--- src/rtl/rc4_pkg.sv ---
// Shared ARC4 datapath definitions: byte width, fixed length-byte addresses
// and the PRGA state encoding.
package rc4_pkg;

  localparam int unsigned RC4_BYTE_W = 8;

  typedef logic [RC4_BYTE_W-1:0] rc4_byte_t;

  localparam rc4_byte_t CT_LEN_ADDR = 8'd0;
  localparam rc4_byte_t PT_LEN_ADDR = 8'd0;

  typedef enum logic [3:0] {
    PRGA_IDLE   = 4'd0,
    PRGA_RD_LEN = 4'd1,
    PRGA_WR_LEN = 4'd2,
    PRGA_RD_SI  = 4'd3,
    PRGA_RD_SJ  = 4'd4,
    PRGA_WR_SI  = 4'd5,
    PRGA_WR_SJ  = 4'd6,
    PRGA_RD_PAD = 4'd7,
    PRGA_WR_PT  = 4'd8
  } prga_state_e;

endpackage

--- src/rtl/prga.sv ---
// RC4 pseudo-random generation stage: walks the scheduled S array, swapping
// entries per byte, and XORs the keystream into the length-prefixed message.
module prga
  import rc4_pkg::*;
(
  input  logic       clk,
  input  logic       rst_n,
  input  logic       en,
  output logic       rdy,
  output logic [7:0] s_addr,
  input  logic [7:0] s_rddata,
  output logic [7:0] s_wrdata,
  output logic       s_wren,
  output logic [7:0] ct_addr,
  input  logic [7:0] ct_rddata,
  output logic [7:0] pt_addr,
  input  logic [7:0] pt_rddata,
  output logic [7:0] pt_wrdata,
  output logic       pt_wren
);

  prga_state_e state_q, state_d;
  rc4_byte_t   i_q, i_d;
  rc4_byte_t   j_q, j_d;
  rc4_byte_t   k_q, k_d;
  rc4_byte_t   len_q, len_d;
  rc4_byte_t   si_q, si_d;
  rc4_byte_t   sj_q, sj_d;
  rc4_byte_t   ctk_q, ctk_d;

  // PT is write-only here; the read port exists only for memory symmetry.
  logic unused_pt_rddata;
  assign unused_pt_rddata = ^pt_rddata;

  always_ff @(posedge clk) begin
    if (!rst_n) begin
      state_q <= PRGA_IDLE;
      i_q     <= '0;
      j_q     <= '0;
      k_q     <= '0;
      len_q   <= '0;
      si_q    <= '0;
      sj_q    <= '0;
      ctk_q   <= '0;
    end else begin
      state_q <= state_d;
      i_q     <= i_d;
      j_q     <= j_d;
      k_q     <= k_d;
      len_q   <= len_d;
      si_q    <= si_d;
      sj_q    <= sj_d;
      ctk_q   <= ctk_d;
    end
  end

  always_comb begin
    state_d   = state_q;
    i_d       = i_q;
    j_d       = j_q;
    k_d       = k_q;
    len_d     = len_q;
    si_d      = si_q;
    sj_d      = sj_q;
    ctk_d     = ctk_q;
    rdy       = 1'b0;
    s_addr    = '0;
    s_wrdata  = '0;
    s_wren    = 1'b0;
    ct_addr   = '0;
    pt_addr   = '0;
    pt_wrdata = '0;
    pt_wren   = 1'b0;

    unique case (state_q)
      PRGA_IDLE: begin
        rdy = 1'b1;
        i_d = '0;
        j_d = '0;
        k_d = '0;
        if (en) state_d = PRGA_RD_LEN;
      end
      PRGA_RD_LEN: begin
        ct_addr = CT_LEN_ADDR;
        state_d = PRGA_WR_LEN;
      end
      PRGA_WR_LEN: begin
        len_d     = ct_rddata;
        pt_addr   = PT_LEN_ADDR;
        pt_wrdata = ct_rddata;
        pt_wren   = 1'b1;
        if (ct_rddata == '0) begin
          state_d = PRGA_IDLE;
        end else begin
          k_d     = 8'd1;
          state_d = PRGA_RD_SI;
        end
      end
      PRGA_RD_SI: begin
        s_addr  = i_q + 8'd1;
        ct_addr = k_q;
        i_d     = i_q + 8'd1;
        state_d = PRGA_RD_SJ;
      end
      PRGA_RD_SJ: begin
        si_d    = s_rddata;
        ctk_d   = ct_rddata;
        s_addr  = j_q + s_rddata;
        j_d     = j_q + s_rddata;
        state_d = PRGA_WR_SI;
      end
      PRGA_WR_SI: begin
        // S[j] arrives now and goes straight into S[i]; S[i] was saved in si.
        sj_d     = s_rddata;
        s_addr   = i_q;
        s_wrdata = s_rddata;
        s_wren   = 1'b1;
        state_d  = PRGA_WR_SJ;
      end
      PRGA_WR_SJ: begin
        s_addr   = j_q;
        s_wrdata = si_q;
        s_wren   = 1'b1;
        state_d  = PRGA_RD_PAD;
      end
      PRGA_RD_PAD: begin
        s_addr  = si_q + sj_q;
        state_d = PRGA_WR_PT;
      end
      PRGA_WR_PT: begin
        pt_addr   = k_q;
        pt_wrdata = s_rddata ^ ctk_q;
        pt_wren   = 1'b1;
        if (k_q == len_q) begin
          state_d = PRGA_IDLE;
        end else begin
          k_d     = k_q + 8'd1;
          state_d = PRGA_RD_SI;
        end
      end
      default: state_d = PRGA_IDLE;
    endcase
  end

endmodule

--- config.mk ---
export PLATFORM = sky130hd
export DESIGN_NAME = prga
export DESIGN_NICKNAME = d
export VERILOG_FILES = /design/src/rtl/rc4_pkg.sv /design/src/rtl/prga.sv
export SDC_FILE = /design/constraint.sdc
export NUM_CORES = 1
export LEC_CHECK = 0
export CAP_MARGIN = 0
export CORE_ASPECT_RATIO = 0.7
export CORE_MARGIN = 2
export CORE_UTILIZATION = 45
export CTS_CLUSTER_SIZE = 8
export DETAILED_ROUTE_END_ITERATION = 12
export DONT_BUFFER_PORTS = 1
export GPL_ROUTABILITY_DRIVEN = 0
export PLACE_DENSITY = 0.63
export SETUP_SLACK_MARGIN = 0.02
export SLEW_MARGIN = 5
export SYNTH_ARGS = -nofsm -noshare
export SYNTH_HDL_FRONTEND = slang
export SYNTH_SLANG_ARGS = --single-unit
--- constraint.sdc ---
create_clock -name clk -period 3.2 [get_ports clk]
set_input_delay 0.64 -clock clk [delete_from_list [all_inputs] [get_ports clk]]
set_output_delay 0.64 -clock clk [all_outputs]
set_load 0.01 [all_outputs]
==> flow_metrics.env, run 1 <==
export IMPL_ys_types=48
export IMPL_finalWirelength_um=10200
export IMPL_worstPathArrival_ns=2.40
export IMPL_tightest_slew_ns=0.897
export IMPL_avgSynthCellArea_um2=7.48
export IMPL_firstDrtPassIters=5
export IMPL_portBuffers=0
export IMPL_start_util_pct=45.7
export IMPL_outcome="finished, final reports clean"
export IMPL_min_from="rst_n"
export IMPL_drc_errors=0
export IMPL_routed_via_count=3341
export IMPL_leakagePower_nw=1.52
export IMPL_hold_violations=0
export IMPL_cts_resized=0
export IMPL_cts_tree="yes"
export IMPL_holdCritPathClass="primary input to flop"
export IMPL_r2r_cells=7
export IMPL_utilization_pct=51.6
export IMPL_clkSlewWorstSetupHoldPaths_ns=0.05
export IMPL_setup_viol=0
export IMPL_cp_end_kind="output port"
export IMPL_postCtsSetupBuffers=0
export IMPL_max_freq_ghz=0.329
export IMPL_clock_sinks=60
export IMPL_syn2layout_area_growth_pct=12.9
export IMPL_synth_seq_cells=60
export IMPL_syn_instance_count=475
export IMPL_row_count=27
export IMPL_ys_async_sr_fraction_pct=0
export IMPL_cts_root_buf="clkbuf_16"
export IMPL_synthTopCellsByArea="dfxtp_1 (34%), nand2_1 (12%), a21oi_1 (7.7%)"
export IMPL_antenna_left=0
export IMPL_holdBufCountCts=0
export IMPL_drv_cap=0
export IMPL_rsz0062_at_grt="false"
export IMPL_syn_num_nets=520
export IMPL_num_io_pins=70
export IMPL_clk_latency_ns=0.34
export IMPL_worstPathMaxFanout=3
export IMPL_cts_buffer_depth=2
export IMPL_finalCriticalPeriod_ns=3.04
export IMPL_drive_gt1_share_pct=8.87
export IMPL_grt_overflow=0
export IMPL_path_class="flop to output port"
export IMPL_die_w_um=110
export IMPL_synth_top_area_share_pct=33.8
export IMPL_hold_end="i_q[4]"
export IMPL_yosysWarnings=0
export IMPL_cp_required_ns=2.56
export IMPL_wl_per_cell_um=17.3
export IMPL_syn_area_um2=3550
export IMPL_r2r_start="state_q[2]"
export IMPL_ys_flop_type="dfxtp_1"
export IMPL_grt_pass1_vias=3161
export IMPL_r2r_slack_ns=0.85
export IMPL_relSlewSlack_pct=39.7
export IMPL_antenna_found_initial=0
export IMPL_drv_slew=0
export IMPL_vdd_drop_max_mv=0.355
export IMPL_avgViaCountPerCell=5.70
export IMPL_min_path_cells=1
export IMPL_antennaDiodeCount=0
export IMPL_die_area_um2=8640
export IMPL_period_share_pct=94.9
export IMPL_start_kind="flop"
export IMPL_synth_area_leader_cell="dfxtp_1"
export IMPL_nets=526
export IMPL_drt_iter0_drc=280
export IMPL_skew_ns=0.00339
export IMPL_core_um2=7770
export IMPL_r2r_end="k_q[5]"
export IMPL_grt_pass1_wl_um=16200
export IMPL_p_per_area_nw_per_um2=482
export IMPL_ys_seq_area_share_pct=33.8
export IMPL_synth_edf_count=0
export IMPL_htreeDepth=3
export IMPL_die_h_um=78.4
export IMPL_dp_final_hpwl_um=7310
export IMPL_grt_use_total_pct=24.8
export IMPL_grt_max_degree=31
export IMPL_cts_buffers=9
export IMPL_final_setup_tns_ns=0
[critical path, stage by stage, from the launching register on]
cell and delay (ns):
dfxtp_1 0.34, ha_1 0.17, inv_1 0.06, fa_1 0.40, nor2b_1 0.15, o21a_1 0.14, o21ai_1 0.12, nor4b_1 0.36
a211oi_1 0.12, o211ai_1 0.20
[cell usage in the layout, fill, tap and decap left out, types with 3 or more instances in the layout]
cell	synthesis	final
a21oi_1	55	55
a221oi_1	3	3
a22oi_1	3	3
a31oi_1	6	6
and2_1	7	7
and3_1	11	11
buf_4	0	17
clkbuf_16	0	9
dfxtp_1	60	60
ha_1	16	16
inv_1	15	15
mux2i_1	3	3
nand2_1	114	114
nand2b_1	5	5
nand3_1	17	17
nand4_1	4	4
nor2_1	31	31
nor2b_1	3	3
nor3_1	9	8
o211ai_1	3	3
o21a_1	3	3
o21ai_0	19	18
or3_1	5	5
xnor2_1	29	29
xor2_1	4	4
[sequential cells by signal, indices dropped and copies added (netlist names)]
name / count
i_q: 8
state_q: 4
len_q: 8
k_q: 8
j_q: 8
ctk_q: 8
sj_q: 8
si_q: 8
[through the flow]
step                instance area (um2)  hold WS, ns  setup slack (ns)  total power, mW  std cells
floorplan                          3550        0.440             0.450            0.968        475
global placement                   3720        0.446             0.238             1.03        571
detailed placement                 3720        0.455             0.182             1.03        571
CTS                                4000        0.426             0.110             1.94        586
global route                       4010        0.424            0.0302             2.00        586
finish                             4010        0.427             0.162             1.93        586
[Yosys cell counts (2+ instances only)]
| cell | count |
|---|---|
| a22oi_1 | 3 |
| fa_1 | 2 |
| or2_2 | 2 |
| and3_1 | 11 |
| xnor2_1 | 29 |
| clkbuf_1 | 17 |
| and2_1 | 7 |
| nor2_1 | 31 |
| ha_1 | 16 |
| nor4_1 | 2 |
| inv_1 | 15 |
| nor3_1 | 9 |
| mux2i_1 | 3 |
| o211ai_1 | 3 |
| a31oi_1 | 6 |
| a221oi_1 | 3 |
| nor4_2 | 2 |
| nand2b_1 | 5 |
| nand2_1 | 114 |
| nor4b_1 | 2 |
| nand3b_1 | 2 |
| xor2_1 | 4 |
| o21a_1 | 3 |
| o21ai_0 | 19 |
| dfxtp_1 | 60 |
| or3_1 | 5 |
| nor2b_1 | 3 |
| nand4_1 | 4 |
| a21oi_1 | 55 |
| buf_2 | 4 |
| nand3_1 | 17 |
[layer usage]
| metal | GRT usage (%) | up-vias | routed length, um |
|---|---|---|---|
| li1 | - | 1646 | - |
| met1 | 34.5 | 1574 | 4830 |
| met2 | 35.2 | 108 | 4280 |
| met3 | 9.72 | 13 | 894 |
| met4 | 7.25 | 0 | 164 |
| met5 | 0 | - | 0 |
[final cells by class]
class | instances | area, um2
timing repair buffer | 17 | 128
clock inverter | 4 | 25.0
multi-input combinational | 378 | 2220
clock buffer | 11 | 253
sequential | 60 | 1200
tap | 101 | 126
fill | 783 | 3760
inverter | 15 | 56.3
[worst max-delay path by stage]
stage / start / end / slack [ns] / cells after the start
2_1_floorplan: s_rddata[1] / s_addr[7] / 0.45 / 7
3_5_place_dp: s_rddata[1] / s_addr[7] / 0.18 / 7
4_1_cts: state_q[3] / s_addr[6] / 0.11 / 5
5_1_grt: j_q[1] / s_addr[7] / 0.03 / 7
3_3_place_gp: s_rddata[1] / s_addr[7] / 0.24 / 7
6_report: j_q[0] / s_addr[6] / 0.16 / 9
[cells by family (layout without fill, tap and decap cells)]
group	count (synthesis)	after routing	synth area share [%]
XOR/XNOR	33	33	8.13
buffers and inverters	37	47	4.26
flip-flops	60	60	33.8
multiplexers	3	3	0.845
adder cells (fa/ha/maj)	18	18	6.76
AND/OR/NAND/NOR	219	219	28.3
AO/OA/AOI/OAI	105	105	17.9
[report_power, final]
group / switching, mW / internal, mW / total (mW) / leakage, nW
Clock: 0.354 / 0.558 / 0.912 / 0.133
Sequential: 0.0229 / 0.765 / 0.788 / 0.484
Combinational: 0.152 / 0.0813 / 0.233 / 0.907
(Power assumes the default switching activity.)
==> run 2, diff against run 1 <==
--- a/config.mk
+++ b/config.mk
@@ -7,7 +7,7 @@
 export LEC_CHECK = 0
 export CAP_MARGIN = 0
 export CORE_ASPECT_RATIO = 0.7
-export CORE_MARGIN = 2
+export CORE_MARGIN = 4
 export CORE_UTILIZATION = 45
 export CTS_CLUSTER_SIZE = 8
 export DETAILED_ROUTE_END_ITERATION = 12
==> run 2 against run 1 <==
  * First-iteration DRC count is 30% lower
  * Clock skew hardly changed
  * Register-to-register slack better by 0.03 ns
  * Die area is 8.9% higher
  * Worst hold slack better by 0.0071 ns
  * Combinational power hardly changed
  * Via count is 1.3% higher
  * Global-route usage is 2.6 points lower
  * Largest cell class unchanged
  * Routed wire length is 0.26% higher
  * Clock power is 15% higher
==> flow_metrics.env, run 2 (same netlist as run 1, synthesis figures left out) <==
export IMPL_outcome="finished, final reports clean"
export IMPL_firstDrtPassIters=5
export IMPL_avgViaCountPerCell=5.79
export IMPL_die_area_um2=9410
export IMPL_wl_per_cell_um=17.4
export IMPL_p_comb_share_pct=11.1
export IMPL_r2r_slack_ns=0.88
export IMPL_r2r_end="k_q[5]"
export IMPL_pwr_share_clk_pct=50.8
export IMPL_dp_final_hpwl_um=7440
export IMPL_drc_errors=0
export IMPL_die_h_um=82.4
export IMPL_start_kind="flop"
export IMPL_r2r_cells=7
export IMPL_relSlewSlack_pct=34.9
export IMPL_nets=527
export IMPL_cts_buffers=9
export IMPL_clkSlewWorstSetupHoldPaths_ns=0.05
export IMPL_grt_overflow=0
export IMPL_r2r_start="state_q[2]"
export IMPL_htreeDepth=3
export IMPL_finalCriticalPeriod_ns=3.11
export IMPL_routed_via_count=3385
export IMPL_cts_buffer_depth=2
export IMPL_stdcell_count=585
export IMPL_crit_slowest_cell="a2111oi_1"
export IMPL_cts_tree="yes"
export IMPL_worstPathCellList="ha_1 -> a21oi_1 -> nor2_1 -> a2111oi_1 -> buf_4 -> o2bb2ai_1 -> xnor2_1 -> o221ai_2 -> buf_4"
export IMPL_total_power_mw=2.07
export IMPL_min_from="rst_n"
export IMPL_p_per_area_nw_per_um2=511
export IMPL_antenna_found_initial=0
export IMPL_row_count=26
export IMPL_rsz0062_at_grt="false"
export IMPL_holdBufCountCts=0
export IMPL_path_class="flop to output port"
export IMPL_leakagePower_nw=1.55
export IMPL_die_w_um=114
export IMPL_grt_pass1_wl_um=16100
export IMPL_final_setup_tns_ns=0
export IMPL_tightest_slew_ns=0.970
export IMPL_dp_cells=568
export IMPL_syn2layout_area_growth_pct=14.2
export IMPL_hold_end="i_q[4]"
export IMPL_finalWirelength_um=10200
export IMPL_hold_violations=0
export IMPL_multi_input_area_um2=2230
export IMPL_worstPathMaxFanout=3
export IMPL_portBuffers=0
export IMPL_drv_cap=0
export IMPL_cts_root_buf="clkbuf_16"
export IMPL_nFillCells=728
export IMPL_holdCritPathClass="primary input to flop"
export IMPL_p_int_mw=1.55
export IMPL_final_common_cell="nand2_1"
export IMPL_drv_slew=0
export IMPL_antennaDiodeCount=0
export IMPL_seqCellArea_um2=1200
export IMPL_drive_gt1_share_pct=9.03
export IMPL_grt_use_total_pct=22.2
export IMPL_cp_buffers_inverters=2
export IMPL_final_cell_mix="nand2_1 (114), dfxtp_1 (60), a21oi_1 (54)"
export IMPL_cpPeakStageDelay_ns=0.40
export IMPL_start_util_pct=47.5
export IMPL_cp_required_ns=2.56
export IMPL_grt_max_degree=33
export IMPL_max_freq_ghz=0.321
export IMPL_setup_viol=0
export IMPL_p_switching_uw=525
export IMPL_vdd_drop_max_mv=0.289
export IMPL_antenna_left=0
export IMPL_grt_pass1_vias=3011
export IMPL_min_path_cells=1
export IMPL_crit_top_cell="buf_4"
export IMPL_core_um2=7480
export IMPL_period_share_pct=97.3
export IMPL_clock_sinks=60
export IMPL_skew_ns=0.00353
export IMPL_crit_family="compound AO/OA/AOI/OAI gates"
export IMPL_num_io_pins=70
export IMPL_worstPathArrival_ns=2.47
export IMPL_p_seq_share_pct=38.1
export IMPL_p_sw_share_pct=25.3
export IMPL_clk_latency_ns=0.33
export IMPL_cp_end_kind="output port"
export IMPL_drt_iter0_drc=195
[run 2: cell count changes in the layout (fill, tap and decap cells not counted), sizes merged]
cell      change
clkinvlp      -1
bufinv        +2
clkinv        -1
clkbuf        +1
buf           +1
[run 2: per-stage QoR]
| step | util (%) | hold slack, ns | setup WS (ns) | cell area [um2] |
|---|---|---|---|---|
| global route | 54.3 | 0.443 | 0.000845 | 4060 |
| detailed placement | 49.6 | 0.452 | 0.125 | 3710 |
| floorplan | - | 0.440 | 0.450 | 3550 |
| global placement | 49.6 | 0.448 | 0.111 | 3710 |
| CTS | 53.9 | 0.426 | 0.0466 | 4030 |
| finish | 54.3 | 0.434 | 0.0854 | 4060 |
[run 2: per-layer routing]
| layer | up-vias | share of wire [%] | global-route usage [%] |
|---|---|---|---|
| li1 | 1654 | - | - |
| met1 | 1578 | 48 | 31.5 |
| met2 | 135 | 42 | 32.0 |
| met3 | 18 | 8.9 | 6.70 |
| met4 | 0 | 1.6 | 7.59 |
| met5 | - | 0 | 0 |
[run 2: repair_timing]
action                                  CTS  global route
setup buffers                             0             1
endpoints found under the setup margin    0             1
gates resized for setup                   0             4
[run 2: how the worst max path moves through the flow]
| stage | to | start | slack [ns] | depth (start not counted) |
|---|---|---|---|---|
| 3_3_place_gp | s_addr[7] | s_rddata[1] | 0.11 | 8 |
| 6_report | s_addr[7] | si_q[1] | 0.09 | 9 |
| 5_1_grt | s_addr[7] | sj_q[1] | 0.0008 | 9 |
| 2_1_floorplan | s_addr[7] | s_rddata[1] | 0.45 | 7 |
| 3_5_place_dp | s_addr[7] | s_rddata[1] | 0.13 | 8 |
| 4_1_cts | s_addr[7] | si_q[1] | 0.05 | 9 |
[run 2: power groups by stage]
stage / sequential, mW / combinational [mW] / clock, mW
after floorplan: 0.790 / 0.178 / 0
after global placement: 0.804 / 0.220 / 0
after detailed placement: 0.805 / 0.225 / 0
after CTS: 0.789 / 0.226 / 1.06
after global routing: 0.793 / 0.255 / 1.10
final: 0.791 / 0.230 / 1.05
[run 2: area by class of cell]
type | instances | share of cell area, %
flip-flops and latches | 60 | 29.6
multi-input cells | 378 | 54.8
clock buffers | 12 | 6.07
inverters | 15 | 1.39
clock inverters | 4 | 1.79
well taps | 98 | 3.02
repair buffers | 18 | 3.33
==> run 3, diff against run 2 <==
--- a/config.mk
+++ b/config.mk
@@ -5,6 +5,7 @@
 export SDC_FILE = /design/constraint.sdc
 export NUM_CORES = 1
 export LEC_CHECK = 0
+export ABC_AREA = 1
 export CAP_MARGIN = 0
 export CORE_ASPECT_RATIO = 0.7
 export CORE_MARGIN = 4
==> run 3 against run 2 <==
  * Via count increased by 8.2%
  * Global-route usage down 0.17 points
  * Sequential power increased by 3.5%
  * Area after synthesis grew 6.1%
  * Worst setup slack improved by 0.41 ns
==> flow_metrics.env, run 3 <==
export IMPL_outcome="finished, final reports clean"
export IMPL_holdBufCountCts=0
export IMPL_place_area_um2=3830
export IMPL_die_area_um2=9940
export IMPL_num_io_pins=70
export IMPL_yosysWarnings=0
export IMPL_syn_instance_count=570
export IMPL_final_cell_mix="nand2_1 (148), nor2_1 (77), dfxtp_1 (60)"
export IMPL_syn_area_um2=3770
export IMPL_seqCellArea_um2=1200
export IMPL_cts_resized=0
export IMPL_ys_seq_area_share_pct=31.8
export IMPL_multi_input_area_um2=2250
export IMPL_crit_top_cell="nand3_1"
export IMPL_finalWirelength_um=10900
export IMPL_rsz0062_at_grt="false"
export IMPL_tightest_slew_ns=0.674
export IMPL_avgSynthCellArea_um2=6.62
export IMPL_clkSlewWorstSetupHoldPaths_ns=0.05
export IMPL_worstPathCellList="ha_1 -> inv_1 -> fa_1 -> inv_1 -> nand3_1 -> nand2_1 -> nand3_1 -> nand3_1 -> nand3_1 -> nand3_1"
export IMPL_cts_root_buf="clkbuf_16"
export IMPL_cts_buffers=9
export IMPL_yosysMostFrequentCell="nand2_1"
export IMPL_synth_top_area_share_pct=31.8
export IMPL_cp_required_ns=2.56
export IMPL_final_setup_tns_ns=0
export IMPL_fin_area_um2=4170
export IMPL_portBuffers=0
export IMPL_grt_pass1_wl_um=17700
export IMPL_cts_buffer_depth=2
export IMPL_ys_types=41
export IMPL_worstPathArrival_ns=2.07
export IMPL_die_h_um=84.6
export IMPL_ys_flop_type="dfxtp_1"
export IMPL_min_path_cells=2
export IMPL_synthTopCellsByArea="dfxtp_1 (32%), nand2_1 (15%), nor2_1 (7.7%)"
export IMPL_min_from="rst_n"
export IMPL_cpPeakStageDelay_ns=0.38
export IMPL_drive_gt1_share_pct=7.69
export IMPL_avgViaCountPerCell=5.44
export IMPL_synth_seq_cells=60
export IMPL_grt_max_degree=26
export IMPL_drv_slew=0
export IMPL_hold_ws_ns=0.420
export IMPL_cts_tree="yes"
export IMPL_clk_latency_ns=0.33
export IMPL_core_um2=8010
export IMPL_finalCriticalPeriod_ns=2.71
export IMPL_skew_ns=0.00501
export IMPL_p_per_area_nw_per_um2=547
export IMPL_antennaDiodeCount=0
export IMPL_critPathLaunch="si_q[0]"
export IMPL_synth_area_leader_cell="dfxtp_1"
export IMPL_dp_final_hpwl_um=7900
export IMPL_synth_edf_count=0
export IMPL_antenna_found_initial=0
export IMPL_antenna_left=0
export IMPL_r2r_cells=9
export IMPL_routed_via_count=3664
export IMPL_grt_use_total_pct=22.0
export IMPL_syn2layout_area_growth_pct=10.5
export IMPL_worstPathMaxFanout=3
export IMPL_r2r_start="state_q[3]"
export IMPL_grt_overflow=0
export IMPL_relSlewSlack_pct=55.0
export IMPL_start_kind="flop"
export IMPL_ys_async_sr_fraction_pct=0
export IMPL_nFillCells=816
export IMPL_max_freq_ghz=0.370
export IMPL_firstDrtPassIters=5
export IMPL_wl_per_cell_um=16.1
export IMPL_cp_end_kind="output port"
export IMPL_syn_num_nets=615
export IMPL_hold_violations=0
export IMPL_htreeDepth=3
export IMPL_crit_slowest_cell="fa_1"
export IMPL_holdCritPathClass="primary input to flop"
export IMPL_postCtsSetupBuffers=0
export IMPL_nets=612
export IMPL_die_w_um=117
export IMPL_period_share_pct=84.6
export IMPL_drc_errors=0
export IMPL_drt_iter0_drc=253
export IMPL_leakagePower_nw=1.80
export IMPL_setup_viol=0
export IMPL_clock_sinks=60
export IMPL_ys_top_cells_by_count="nand2_1 (148), nor2_1 (77), dfxtp_1 (60)"
export IMPL_final_common_cell="nand2_1"
export IMPL_vdd_drop_max_mv=0.261
export IMPL_path_class="flop to output port"
export IMPL_drv_cap=0
export IMPL_grt_pass1_vias=3373
export IMPL_row_count=27
export IMPL_start_util_pct=47.1
## run 3: kinds of logic (layout without fill, tap and decap cells)
group,Yosys count,after routing,share of synthesized area [%]
buffers and inverters,77,79,8.49
XOR/XNOR,20,20,4.64
AND/OR/NAND/NOR,291,291,33.9
adder cells (fa/ha/maj),18,18,6.37
flip-flops,60,60,31.8
AO/OA/AOI/OAI,104,104,14.7
## run 3: worst paths after layout
path	end	slack, ns
max	s_addr[6]	0.49
min	state_q[1]	0.42
max reg2reg	state_q[1]	1.49
min reg2reg	sj_q[0]	0.47
## run 3: routing by layer
layer	share of wire, %	up-vias	track usage [%]	routed length [um]
li1	-	1838	-	-
met1	51	1709	31.3	5520
met2	41	104	33.0	4510
met3	6.6	13	5.66	720
met4	1.0	0	6.28	111
met5	0	-	0	0
## run 3: cell type report
type	instances	area share (%)
sequential	60	28.8
timing repair buffer	4	0.720
multi-input combinational	433	54.0
inverter	59	5.37
clock buffer	12	6.39
clock inverter	4	1.68
tap	101	3.03
## run 3: where the power goes
part           leakage [nW]  switching, mW  total [mW]  internal [mW]
Sequential            0.484         0.0361       0.819          0.783
Combinational          1.15          0.269       0.376          0.107
Clock                 0.169          0.343        1.09          0.742
## run 3: worst max-delay path, delay by kind of cell (launching register included)
kind / cells / cell delay, ns
buf+inv: 2 / 0.15
flops: 1 / 0.35
fa+ha+maj: 2 / 0.57
simple gates: 6 / 0.67
## run 3: stage by stage
step           setup WS (ns)  cells  util (%)  total power [mW]
6_report               0.494    673      52.1              2.28
2_1_floorplan          0.853    570         -              1.12
3_3_place_gp           0.694    657      47.9              1.20
5_1_grt                0.348    673      52.1              2.38
3_5_place_dp           0.694    657      47.9              1.21
4_1_cts                0.514    673      52.1              2.29
